$ cat config.mk
export PLATFORM = sky130hd
export DESIGN_NAME = bomb_object
export DESIGN_NICKNAME = d
export VERILOG_FILES = /design/src/rtl/bomb_pkg.sv /design/src/rtl/bomb_frame_counter.sv /design/src/rtl/bomb_object.sv
export SDC_FILE = /design/constraint.sdc
export NUM_CORES = 1
export LEC_CHECK = 0
export CAP_MARGIN = 20
export CORE_ASPECT_RATIO = 1.2
export CORE_MARGIN = 5
export CORE_UTILIZATION = 30
export CTS_CLUSTER_DIAMETER = 200
export DETAILED_ROUTE_END_ITERATION = 16
export MAX_ROUTING_LAYER = met4
export SETUP_SLACK_MARGIN = 0.1
export SLEW_MARGIN = 0
export SYNTH_ARGS = -nofsm -noshare
export SYNTH_HDL_FRONTEND = slang
export SYNTH_HIERARCHICAL = 1
export SYNTH_SLANG_ARGS = --single-unit
$ cat constraint.sdc
create_clock -name clk -period 7.6 [get_ports clk]
set_input_delay 1.52 -clock clk [delete_from_list [all_inputs] [get_ports clk]]
set_output_delay 1.52 -clock clk [all_outputs]
set_load 0.01 [all_outputs]
$ cat src/rtl/bomb_pkg.sv
// Shared types and constants for the bomb object: FSM states, bomb square size,
// default fuse/blast durations and the grid-snap helper used at placement.
package bomb_pkg;

  typedef enum logic [1:0] {
    IDLE  = 2'd0,
    ARMED = 2'd1,
    BLAST = 2'd2
  } bomb_state_t;

  localparam int OBJECT_SIZE          = 32;
  localparam int FUSE_FRAMES_DEFAULT  = 120;
  localparam int BLAST_FRAMES_DEFAULT = 30;
  localparam int COUNT_W              = 10;

  // Round the player's top-left to the nearest 32-pixel grid cell.
  // The 11-bit add wraps on purpose.
  function automatic logic [10:0] snap_to_grid(input logic [10:0] pos);
    logic [10:0] centred;
    centred = pos + 11'(OBJECT_SIZE / 2);
    return {centred[10:5], 5'b0};
  endfunction

endpackage

$ cat src/rtl/bomb_frame_counter.sv
// Loadable down-counter stepped once per video frame, with a zero flag.
// Load wins over the decrement. The count holds at zero.
module bomb_frame_counter #(
  parameter int W = 10
) (
  input  logic         clk,
  input  logic         resetN,
  input  logic         load,
  input  logic [W-1:0] load_value,
  input  logic         enable,
  output logic [W-1:0] count,
  output logic         is_zero
);

  logic [W-1:0] count_reg;

  always_ff @(posedge clk or posedge resetN) begin
    if (resetN) begin
      count_reg <= '0;
    end else if (load) begin
      count_reg <= load_value;
    end else if (enable && (count_reg != '0)) begin
      count_reg <= count_reg - 1'b1;
    end
  end

  assign count   = count_reg;
  assign is_zero = (count_reg == '0);

endmodule

$ cat src/rtl/bomb_object.sv
// Single bomb: placed on the player's grid cell, burns a frame fuse, then blasts.
// Optional macro BOMB_BLINK_EN blinks the bomb during the last 32 fuse frames.
module bomb_object
  import bomb_pkg::*;
#(
  parameter int FUSE_FRAMES  = FUSE_FRAMES_DEFAULT,
  parameter int BLAST_FRAMES = BLAST_FRAMES_DEFAULT
) (
  input  logic        clk,
  input  logic        resetN,
  input  logic        startOfFrame,
  input  logic [10:0] pixelX,
  input  logic [10:0] pixelY,
  input  logic [10:0] playerX,
  input  logic [10:0] playerY,
  input  logic        placeReq,
  input  logic        chainTrigger,
  output logic [10:0] offsetX,
  output logic [10:0] offsetY,
  output logic        InsideRectangle,
  output logic        bombActive,
  output logic        blastActive,
  output logic [10:0] blastX,
  output logic [10:0] blastY,
  output logic        explodePulse
);

  localparam logic [COUNT_W-1:0] FUSE_LOAD  = COUNT_W'(FUSE_FRAMES - 1);
  localparam logic [COUNT_W-1:0] BLAST_LOAD = COUNT_W'(BLAST_FRAMES - 1);

  bomb_state_t        state_reg, state_next;
  logic               cnt_load;
  logic [COUNT_W-1:0] cnt_load_value;
  logic [COUNT_W-1:0] fuse_count;
  logic               cnt_zero;
  logic               latch_bomb;
  logic               explode_next;

  logic [10:0] bomb_x_reg, bomb_y_reg;
  logic [10:0] blast_x_reg, blast_y_reg;
  logic        explode_pulse_reg;
  logic        inside_reg, inside_next;
  logic [10:0] offset_x_reg, offset_x_next;
  logic [10:0] offset_y_reg, offset_y_next;
  logic        blink_hidden;

  // One counter serves as the fuse while ARMED and the blast timer while BLAST.
  bomb_frame_counter #(.W(COUNT_W)) u_frame_counter (
    .clk        (clk),
    .resetN     (resetN),
    .load       (cnt_load),
    .load_value (cnt_load_value),
    .enable     (startOfFrame),
    .count      (fuse_count),
    .is_zero    (cnt_zero)
  );

  always_ff @(posedge clk or posedge resetN) begin
    if (resetN) begin
      state_reg <= IDLE;
    end else begin
      state_reg <= state_next;
    end
  end

  always_comb begin
    state_next     = state_reg;
    cnt_load       = 1'b0;
    cnt_load_value = '0;
    latch_bomb     = 1'b0;
    explode_next   = 1'b0;
    unique case (state_reg)
      IDLE: begin
        if (placeReq) begin
          state_next     = ARMED;
          cnt_load       = 1'b1;
          cnt_load_value = FUSE_LOAD;
          latch_bomb     = 1'b1;
        end
      end
      ARMED: begin
        // A chain hit and a natural expiry on the same edge collapse into one explosion.
        if (chainTrigger || (startOfFrame && cnt_zero)) begin
          state_next     = BLAST;
          cnt_load       = 1'b1;
          cnt_load_value = BLAST_LOAD;
          explode_next   = 1'b1;
        end
      end
      BLAST: begin
        if (startOfFrame && cnt_zero) begin
          state_next = IDLE;
        end
      end
      default: state_next = IDLE;
    endcase
  end

`ifdef BOMB_BLINK_EN
  logic [2:0] frame_cnt_reg;

  always_ff @(posedge clk or posedge resetN) begin
    if (resetN) begin
      frame_cnt_reg <= '0;
    end else if (startOfFrame) begin
      frame_cnt_reg <= frame_cnt_reg + 3'd1;
    end
  end

  assign blink_hidden = (fuse_count < COUNT_W'(OBJECT_SIZE)) && frame_cnt_reg[2];
`else
  logic unused_fuse_count;
  assign unused_fuse_count = ^fuse_count;
  assign blink_hidden      = 1'b0;
`endif

  // 12-bit compare keeps bomb_x + 32 from wrapping at the right screen edge.
  always_comb begin
    logic [11:0] px_ext, py_ext, bx_ext, by_ext;
    logic        in_square;
    px_ext    = {1'b0, pixelX};
    py_ext    = {1'b0, pixelY};
    bx_ext    = {1'b0, bomb_x_reg};
    by_ext    = {1'b0, bomb_y_reg};
    in_square = (state_reg == ARMED)
             && (px_ext >= bx_ext) && (px_ext < bx_ext + 12'(OBJECT_SIZE))
             && (py_ext >= by_ext) && (py_ext < by_ext + 12'(OBJECT_SIZE));
    inside_next   = in_square && !blink_hidden;
    offset_x_next = inside_next ? (pixelX - bomb_x_reg) : 11'd0;
    offset_y_next = inside_next ? (pixelY - bomb_y_reg) : 11'd0;
  end

  always_ff @(posedge clk or posedge resetN) begin
    if (resetN) begin
      bomb_x_reg        <= '0;
      bomb_y_reg        <= '0;
      blast_x_reg       <= '0;
      blast_y_reg       <= '0;
      explode_pulse_reg <= 1'b0;
      inside_reg        <= 1'b0;
      offset_x_reg      <= '0;
      offset_y_reg      <= '0;
    end else begin
      if (latch_bomb) begin
        bomb_x_reg <= snap_to_grid(playerX);
        bomb_y_reg <= snap_to_grid(playerY);
      end
      if (explode_next) begin
        blast_x_reg <= bomb_x_reg;
        blast_y_reg <= bomb_y_reg;
      end
      explode_pulse_reg <= explode_next;
      inside_reg        <= inside_next;
      offset_x_reg      <= offset_x_next;
      offset_y_reg      <= offset_y_next;
    end
  end

  assign bombActive      = (state_reg == ARMED);
  assign blastActive     = (state_reg == BLAST);
  assign blastX          = blast_x_reg;
  assign blastY          = blast_y_reg;
  assign explodePulse    = explode_pulse_reg;
  assign InsideRectangle = inside_reg;
  assign offsetX         = offset_x_reg;
  assign offsetY         = offset_y_reg;

endmodule

==> summary.md, run 1 <==
| Metric | Value |
|---|---|
| Result of the run | complete, no violations |
| Relative slew slack | 40.62% |
| Global-route wire length before repair | 14770 um |
| Placed wire-length estimate after detailed placement | 6898 um |
| Worst stage delay on the critical path | 0.76 ns |
| Crit path required time | 7.81 ns |
| Die height | 132.1 um |
| Category of the worst setup path launch point | input pin |
| Total area of multi-input combinational cells | 2023 um2 |
| Area delta synth->final | 32.71% |
| Sequential area share after synthesis | 40.30% |
| Layout cells sized above 1 | 14.51% |
| Mean routed wirelength per cell | 14.69 um |
| Die Span X | 111.7 um |
| Count of cells resized by post-cts repair | 0 |
| Max_cap viols | 0 |
| Placer's final routability congestion estimate | 0.8324 |
| Post-route design area | 4945 um2 |
| Wire length reported by the detailed router | 8945 um |
| Number of enable-type register cells in the synthesized netlist | 0 |
| CTS tree | yes |
| Detailed router's first-iteration violation count | 90 |
| Synthesized netlist cell count | 358 |
| Dominant cells by area after synthesis | sky130_fd_sc_hd__dfrtp_1, sky130_fd_sc_hd__ha_1, sky130_fd_sc_hd__nor3b_2, sky130_fd_sc_hd__xnor2_1, sky130_fd_sc_hd__mux2_2 |
| Max Clock Skew | 0.005934 ns |
| Number of buffers added by the clock tree synthesis step | 9 |
| Antenna diodes | 0 |
| Number of antenna violations at the first check in global routing | 0 |
| CTS H-Tree Depth | 3 |
| Number of hold buffers added after CTS | 0 |
| Leakage | 2.140 nW |
| Min-delay worst type | register to register |
| Storage element area | 1501 um2 |
| #FFs+latches synth | 60 |
| Startpoint-to-endpoint class of the critical path | input pin to register |
| Detail-routed via count per cell | 4.716 |
| Number of pins with negative max-slew slack in the final report | 0 |
| Pin count of the biggest net entering global routing | 30 |
| Nets | 523 |
| Slowest cell on the critical path | sky130_fd_sc_hd__nand4_2 |
| Post-place instance area | 4662 um2 |
| Core area | 12170 um2 |
| Worst IR Drop VDD | 0.0001084 V |
| Capturing element type of the critical path | register |
| Worst path setup slack after routing | 3.450 ns |
| Insertion delay of the later-clocked pin in the worst-skew pair | 0.33 ns |
| Count of yosys warnings during synthesis | 6 |
| RSZ-0062 raised after global routing | no |
| Critical path peak fanout | 23 |
| Synth Area per Inst | 10.41 um2 |
| Register clock-pin slew on the reported worst setup and hold paths | 0.05 ns |
| Unique cell type count in the Yosys netlist | 57 |
| Met2 routed WL | 4175 um |
| Root buffer selected by CTS | sky130_fd_sc_hd__clkbuf_16 |
| Wire length on met3 | 628 um |
| Layout fillers | 1170 |
| Via count of the first global-routing pass | 3007 |
| Area fraction of the dominant cell type after synthesis | 40.30% |
| Final Hold Fails | 0 |
| Setup Viol. Count Final | 0 |
| Mapped Area | 3726 um2 |
| Count of buffers inserted at the top-level ports | 78 |
| FP Rows | 44 |
| Effective utilization at floorplan | 30.63% |
| Number of remaining DRC errors | 0 |
| Commonest non-fill, non-tap cells in the layout | sky130_fd_sc_hd__clkdlybuf4s50_1, sky130_fd_sc_hd__dfrtp_1, sky130_fd_sc_hd__inv_1, sky130_fd_sc_hd__ha_1 |
| Ys async rst share | 100.0% |
| Most common flop cell mapped by yosys | sky130_fd_sc_hd__dfrtp_1 |
| Antenna viol nets, final | 0 |
| Worst slew pin tran | 0.8886 ns |
| Cell-by-cell trace of the critical path | clkdlybuf4s50_1 > inv_1 > ha_1 > inv_1 > fa_1 > a21o_1 > a21oi_2 > o311ai_1 > nand4_2 > nor4b_1 |
| DRT met1 WL | 3998 um |
| Top achievable clock speed | 241.0 MHz |
| Power density over the cells | 357.0 nW/um2 |
| Overall via count from detail_route | 2872 |
| Yosys top cell by area | sky130_fd_sc_hd__dfrtp_1 |
| Final critical-path required period | 4.150 ns |
| Sum of overflow across all layers after global routing | 0 |
| Post-Place Setup Slack | 3.028 ns |
| Initial DRT Pass Iterations | 4 |
| I/O pins | 97 |
| Most common library cell in the layout ignoring fill and taps | sky130_fd_sc_hd__clkdlybuf4s50_1 |
| Fin crit share | 54.61% |
| Total routing resource utilization after global routing | 13.00% |
| Final worst hold slack | 0.5047 ns |
| Total number of clock tree sinks | 60 |
| Top routing layer in use | met4 |
| Dominant cell type by count on the critical path | sky130_fd_sc_hd__inv_1 |
| Die Outline Area | 14760 um2 |
| Post-CTS setup-driven buffer insertion count | 0 |
| Maximum number of buffers from clock root to sink | 2 |
| Crit path arrival time | 4.36 ns |
| Sum Neg Setup Slack | 0 ns |
## synth_stat cells, types with 5 or more instances
| master | instances |
|---|---|
| sky130_fd_sc_hd__mux2_2 | 12 |
| sky130_fd_sc_hd__nor2_1 | 19 |
| sky130_fd_sc_hd__nand2_1 | 19 |
| sky130_fd_sc_hd__xor2_1 | 9 |
| sky130_fd_sc_hd__nor3_1 | 5 |
| sky130_fd_sc_hd__a21o_1 | 6 |
| sky130_fd_sc_hd__buf_4 | 11 |
| sky130_fd_sc_hd__dfrtp_1 | 60 |
| sky130_fd_sc_hd__inv_1 | 32 |
| sky130_fd_sc_hd__o21ai_0 | 9 |
| sky130_fd_sc_hd__a21oi_1 | 20 |
| sky130_fd_sc_hd__nand3_1 | 12 |
| sky130_fd_sc_hd__nand4_1 | 5 |
| sky130_fd_sc_hd__nor3_2 | 6 |
| sky130_fd_sc_hd__xnor2_1 | 17 |
| sky130_fd_sc_hd__nor3b_2 | 15 |
| sky130_fd_sc_hd__ha_1 | 29 |
| sky130_fd_sc_hd__o21ai_1 | 6 |
## metal layers
| layer | vias to the layer above | GRT usage, % |
|---|---|---|
| li1 | 1405 | - |
| met1 | 1369 | 15.05 |
| met2 | 86 | 20.40 |
| met3 | 12 | 5.280 |
| met4 | 0 | 4.462 |
| met5 | - | - |
## final timing paths
path,start,end,slack (ns),depth (start not counted)
setup / recovery,pixelX[5],offsetX[8]$_DFF_PP0_,3.45,10
hold / removal,blastY[9]$_DFFE_PP0P_,blastY[9]$_DFFE_PP0P_,0.50,1
setup reg to reg,bomb_y_reg[5]$_DFFE_PP0P_,offsetX[8]$_DFF_PP0_,4.44,8
hold reg to reg,blastY[9]$_DFFE_PP0P_,blastY[9]$_DFFE_PP0P_,0.50,1
max in group asynchronous,resetN,offsetY[5]$_DFF_PP0_,5.49,3
min in group asynchronous,resetN,u_frame_counter/count[0]$_DFFE_PP0P_,1.53,2
## through the flow
step | instances | power (W) | utilization [%]
floorplan | 370 | 0.001122 | -
global placement | 592 | 0.001370 | 38.15
detailed placement | 593 | 0.001396 | 38.32
CTS | 609 | 0.001791 | 40.64
global route | 609 | 0.001911 | 40.64
finish | 609 | 0.001765 | 40.64
## power breakdown
group	switching [W]	internal (W)
clock	0.000134	0.000247
combinational	0.000457	0.000401
sequential	0.000104	0.000423
total	0.000695	0.00107
## cells by family after synthesis
family	after synthesis	synth area share, %
AND/OR/NAND/NOR	109	19.75
AO/OA/AOI/OAI	65	11.75
flip-flops	60	40.30
buffers and inverters	51	6.716
adder cells (fa/ha/maj)	31	10.81
XOR/XNOR	26	6.112
multiplexers	15	4.466
other	1	0.1006
## critical path, delay by kind of cell
kind	cells	cell delay [ns]
adder cells (fa/ha/maj)	2	0.41
buffers and inverters	3	0.58
AND/OR/NAND/NOR	2	1.31
AO/OA/AOI/OAI	3	0.54
## cell type report
cell class	instances	area share (%)
tap	161	4.074
timing repair buffer	81	16.50
multi-input combinational	259	40.92
inverter	32	2.429
clock buffer	15	5.617
clock inverter	1	0.1012
sequential	60	30.36
No activity file was read; power rests on OpenSTA's default activity.
==> inputs of run 2 (changes only) <==
==> constraint.sdc (replaced) <==
create_clock -name clk -period 4.29 [get_ports clk]
set_input_delay 0.858 -clock clk [delete_from_list [all_inputs] [get_ports clk]]
set_output_delay 0.858 -clock clk [all_outputs]
set_load 0.01 [all_outputs]
==> run 2 against run 1 <==
Cell count increased by 0.66%. First-iteration DRC count decreased by 30%. Sequential cell count unchanged. Design area increased by 0.66%. Power increased by 79%. Worst hold slack got worse by 0.015 ns. Wire length decreased by 0.76%. Largest power group unchanged.
==> summary.md, run 2 (synthesis results as in run 1) <==
| Metric | Value |
|---|---|
| Result of the run | complete, no violations (unchanged) |
| Post-CTS setup-driven buffer insertion count | 0 (unchanged) |
| Top achievable clock speed | 318.8 MHz |
| Internal power component | 0.001919 W (was 0.001070 W) |
| Count of buffers inserted at the top-level ports | 78 (unchanged) |
| Number of remaining DRC errors | 0 (unchanged) |
| Number of placed instances with taps included | 596 (was 593) |
| Worst IR Drop VDD | 0.0003234 V (was 0.0001084 V) |
| Sum of overflow across all layers after global routing | 0 (unchanged) |
| Root buffer selected by CTS | sky130_fd_sc_hd__clkbuf_16 (unchanged) |
| Relative slew slack | 52.11% (was 40.62%) |
| Min-delay worst type | register to register (unchanged) |
| Number of pins with negative max-slew slack in the final report | 0 (unchanged) |
| Total routing resource utilization after global routing | 13.10% (was 13.00%) |
| Placed wire-length estimate after detailed placement | 6812 um (was 6898 um) |
| Relative contribution of the clock network to total power | 22.2% (was 21.6%) |
| Capturing element type of the critical path | register (unchanged) |
| Setup Viol. Count Final | 0 (unchanged) |
| Overall via count from detail_route | 2850 (was 2872) |
| Number of antenna violations at the first check in global routing | 0 (unchanged) |
| Area delta synth->final | 33.58% (was 32.71%) |
| FP Rows | 44 (unchanged) |
| Startpoint-to-endpoint class of the critical path | input pin to register (unchanged) |
| Critical R2R Launch | bomb_y_reg[5]$_DFFE_PP0P_ (unchanged) |
| Insertion delay of the later-clocked pin in the worst-skew pair | 0.33 ns (about the same) |
| Maximum number of buffers from clock root to sink | 2 (unchanged) |
| Critical path peak fanout | 11 (was 23) |
| Internal reg-to-reg setup slack | 1.45 ns (was 4.44 ns) |
| Relative contribution of combinational cells to total power | 48.4% (was 48.6%) |
| Max_cap viols | 0 (unchanged) |
| Antenna diodes | 0 (unchanged) |
| Max Clock Skew | 0.005550 ns (was 0.005934 ns) |
| Commonest non-fill, non-tap cells in the layout | sky130_fd_sc_hd__clkdlybuf4s50_1, sky130_fd_sc_hd__dfrtp_1, sky130_fd_sc_hd__inv_1, sky130_fd_sc_hd__ha_1 (unchanged) |
| Core area | 12170 um2 (unchanged) |
| Post-Place Setup Slack | 0.7718 ns (was 3.028 ns) |
| Sum Neg Setup Slack | 0 ns (unchanged) |
| Startpoint of the worst hold path | blastX[5]$_DFFE_PP0P_ (was blastY[9]$_DFFE_PP0P_) |
| Most common library cell in the layout ignoring fill and taps | sky130_fd_sc_hd__clkdlybuf4s50_1 (unchanged) |
| Capture endpoint of the worst hold path | blastX[5]$_DFFE_PP0P_ (was blastY[9]$_DFFE_PP0P_) |
| Fin crit share | 73.11% |
| RSZ-0062 raised after global routing | no (unchanged) |
| Worst path setup slack after routing | 1.153 ns (was 3.450 ns) |
| Global-route wire length before repair | 15060 um (was 14770 um) |
| Power density over the cells | 635.2 nW/um2 (was 357.0 nW/um2) |
| Die height | 132.1 um (unchanged) |
| Register clock-pin slew on the reported worst setup and hold paths | 0.05 ns (about the same) |
| Crit path required time | 4.52 ns (was 7.81 ns) |
| Worst slew pin tran | 0.7183 ns (was 0.8886 ns) |
| Proportion of total power due to net switching | 39.29% (was 39.38%) |
| Detailed router's first-iteration violation count | 63 (was 90) |
| Layout fillers | 1182 (was 1170) |
| Worst hold stages | 1 (unchanged) |
| Leakage | 2.158 nW (was 2.140 nW) |
| Source of the critical timing path | pixelX[5] (unchanged) |
| Wire length reported by the detailed router | 8877 um (was 8945 um) |
| I/O pins | 97 (unchanged) |
| Initial DRT Pass Iterations | 4 (unchanged) |
| Layout cells sized above 1 | 15.49% (was 14.51%) |
| CTS tree | yes (unchanged) |
| Final critical-path required period | 3.137 ns |
| Nets | 527 (was 523) |
| Effective utilization at floorplan | 30.63% (unchanged) |
| Final cell count without fillers | 613 (was 609) |
| Total number of clock tree sinks | 60 (unchanged) |
| FF-to-FF End | offsetX[8]$_DFF_PP0_ (unchanged) |
| Share of total power in sequential cells | 29.4% (was 29.8%) |
| Mean routed wirelength per cell | 14.48 um (was 14.69 um) |
| Placer's final routability congestion estimate | 0.8606 (was 0.8324) |
| CTS H-Tree Depth | 3 (unchanged) |
| Detail-routed via count per cell | 4.649 (was 4.716) |
| Category of the worst setup path launch point | input pin (unchanged) |
| Power spent charging and discharging nets | 0.001242 W (was 0.0006952 W) |
| Antenna viol nets, final | 0 (unchanged) |
| Number of hold buffers added after CTS | 0 (unchanged) |
| Via count of the first global-routing pass | 2995 (was 3007) |
| Post-layout utilization of the core | 40.91% (was 40.64%) |
| Count of cells resized by post-cts repair | 0 (unchanged) |
| Die Span X | 111.7 um (unchanged) |
| Pin count of the biggest net entering global routing | 51 (was 30) |
| Crit path arrival time | 3.36 ns (was 4.36 ns) |
| Number of buffers added by the clock tree synthesis step | 9 (unchanged) |
| Die Outline Area | 14760 um2 (unchanged) |
| Final Hold Fails | 0 (unchanged) |
| Logic depth of the worst register-to-register path | 9 (was 8) |
run 2: cell count changes in the layout (fill, tap and decap cells not counted):
| cell | before | now |
|---|---|---|
| sky130_fd_sc_hd__clkbuf_1 | 3 | 2 |
| sky130_fd_sc_hd__clkinvlp_4 | 0 | 1 |
| sky130_fd_sc_hd__buf_4 | 2 | 6 |
| sky130_fd_sc_hd__clkinv_2 | 1 | 3 |
| sky130_fd_sc_hd__bufinv_16 | 0 | 1 |
| sky130_fd_sc_hd__clkbuf_8 | 3 | 0 |
run 2: per-layer routing:
layer / share of wire, % / vias up / wire length, um / GRT usage (%)
met5: 0 / - / 0 / -
met4: 1.7 / 0 / 151 / 4.598
met3: 6.0 / 17 / 532 / 4.545
met2: 47 / 69 / 4179 / 20.43
met1: 45 / 1346 / 4014 / 15.73
li1: - / 1418 / - / -
run 2: how the worst max path moves through the flow:
stage                                      endpoint  cells after the start
4_1_cts                        offsetX[8]$_DFF_PP0_                     11
2_1_floorplan  u_frame_counter/count[2]$_DFFE_PP0P_                     10
6_report                       offsetX[8]$_DFF_PP0_                     11
5_1_grt                        offsetX[8]$_DFF_PP0_                     11
3_5_place_dp                   offsetX[8]$_DFF_PP0_                     11
3_3_place_gp                   offsetX[8]$_DFF_PP0_                     11
run 2: stage by stage:
stage | total power, W | area, um2 | hold WS [ns]
6_report | 0.003162 | 4977 | 0.4899
4_1_cts | 0.003215 | 4957 | 0.4904
5_1_grt | 0.003435 | 4977 | 0.4942
3_5_place_dp | 0.002483 | 4672 | 0.4784
2_1_floorplan | 0.001987 | 3771 | 0.5171
3_3_place_gp | 0.002443 | 4672 | 0.4939
run 2: power by group through the flow:
stage / logic (W) / registers [W] / clock network (W)
floorplan: 0.00106 / 0.000924 / 0
global placement: 0.00151 / 0.000935 / 0
detailed placement: 0.00154 / 0.000940 / 0
CTS: 0.00155 / 0.000933 / 0.000728
global route: 0.00173 / 0.000960 / 0.000748
finish: 0.00153 / 0.000929 / 0.000701
run 2: final cells by class:
| cell class | instances | area [um2] | share of cell area [%] |
|---|---|---|---|
| well taps | 161 | 201.4 | 4.047 |
| multi-input cells | 259 | 2023 | 40.65 |
| clock buffers | 11 | 232.7 | 4.676 |
| clock inverters | 5 | 52.55 | 1.056 |
| repair buffers | 85 | 845.8 | 16.99 |
| inverters | 32 | 120.1 | 2.413 |
| flip-flops and latches | 60 | 1501 | 30.17 |
run 2: worst max-delay path: stages:
cell	delay [ns]
sky130_fd_sc_hd__clkdlybuf4s50_1	0.46
sky130_fd_sc_hd__inv_1	0.05
sky130_fd_sc_hd__ha_1	0.21
sky130_fd_sc_hd__inv_1	0.07
sky130_fd_sc_hd__fa_1	0.20
sky130_fd_sc_hd__a21o_1	0.15
sky130_fd_sc_hd__a21oi_2	0.07
sky130_fd_sc_hd__o311ai_1	0.32
sky130_fd_sc_hd__nand4_2	0.36
sky130_fd_sc_hd__buf_4	0.32
sky130_fd_sc_hd__nor4b_1	0.30
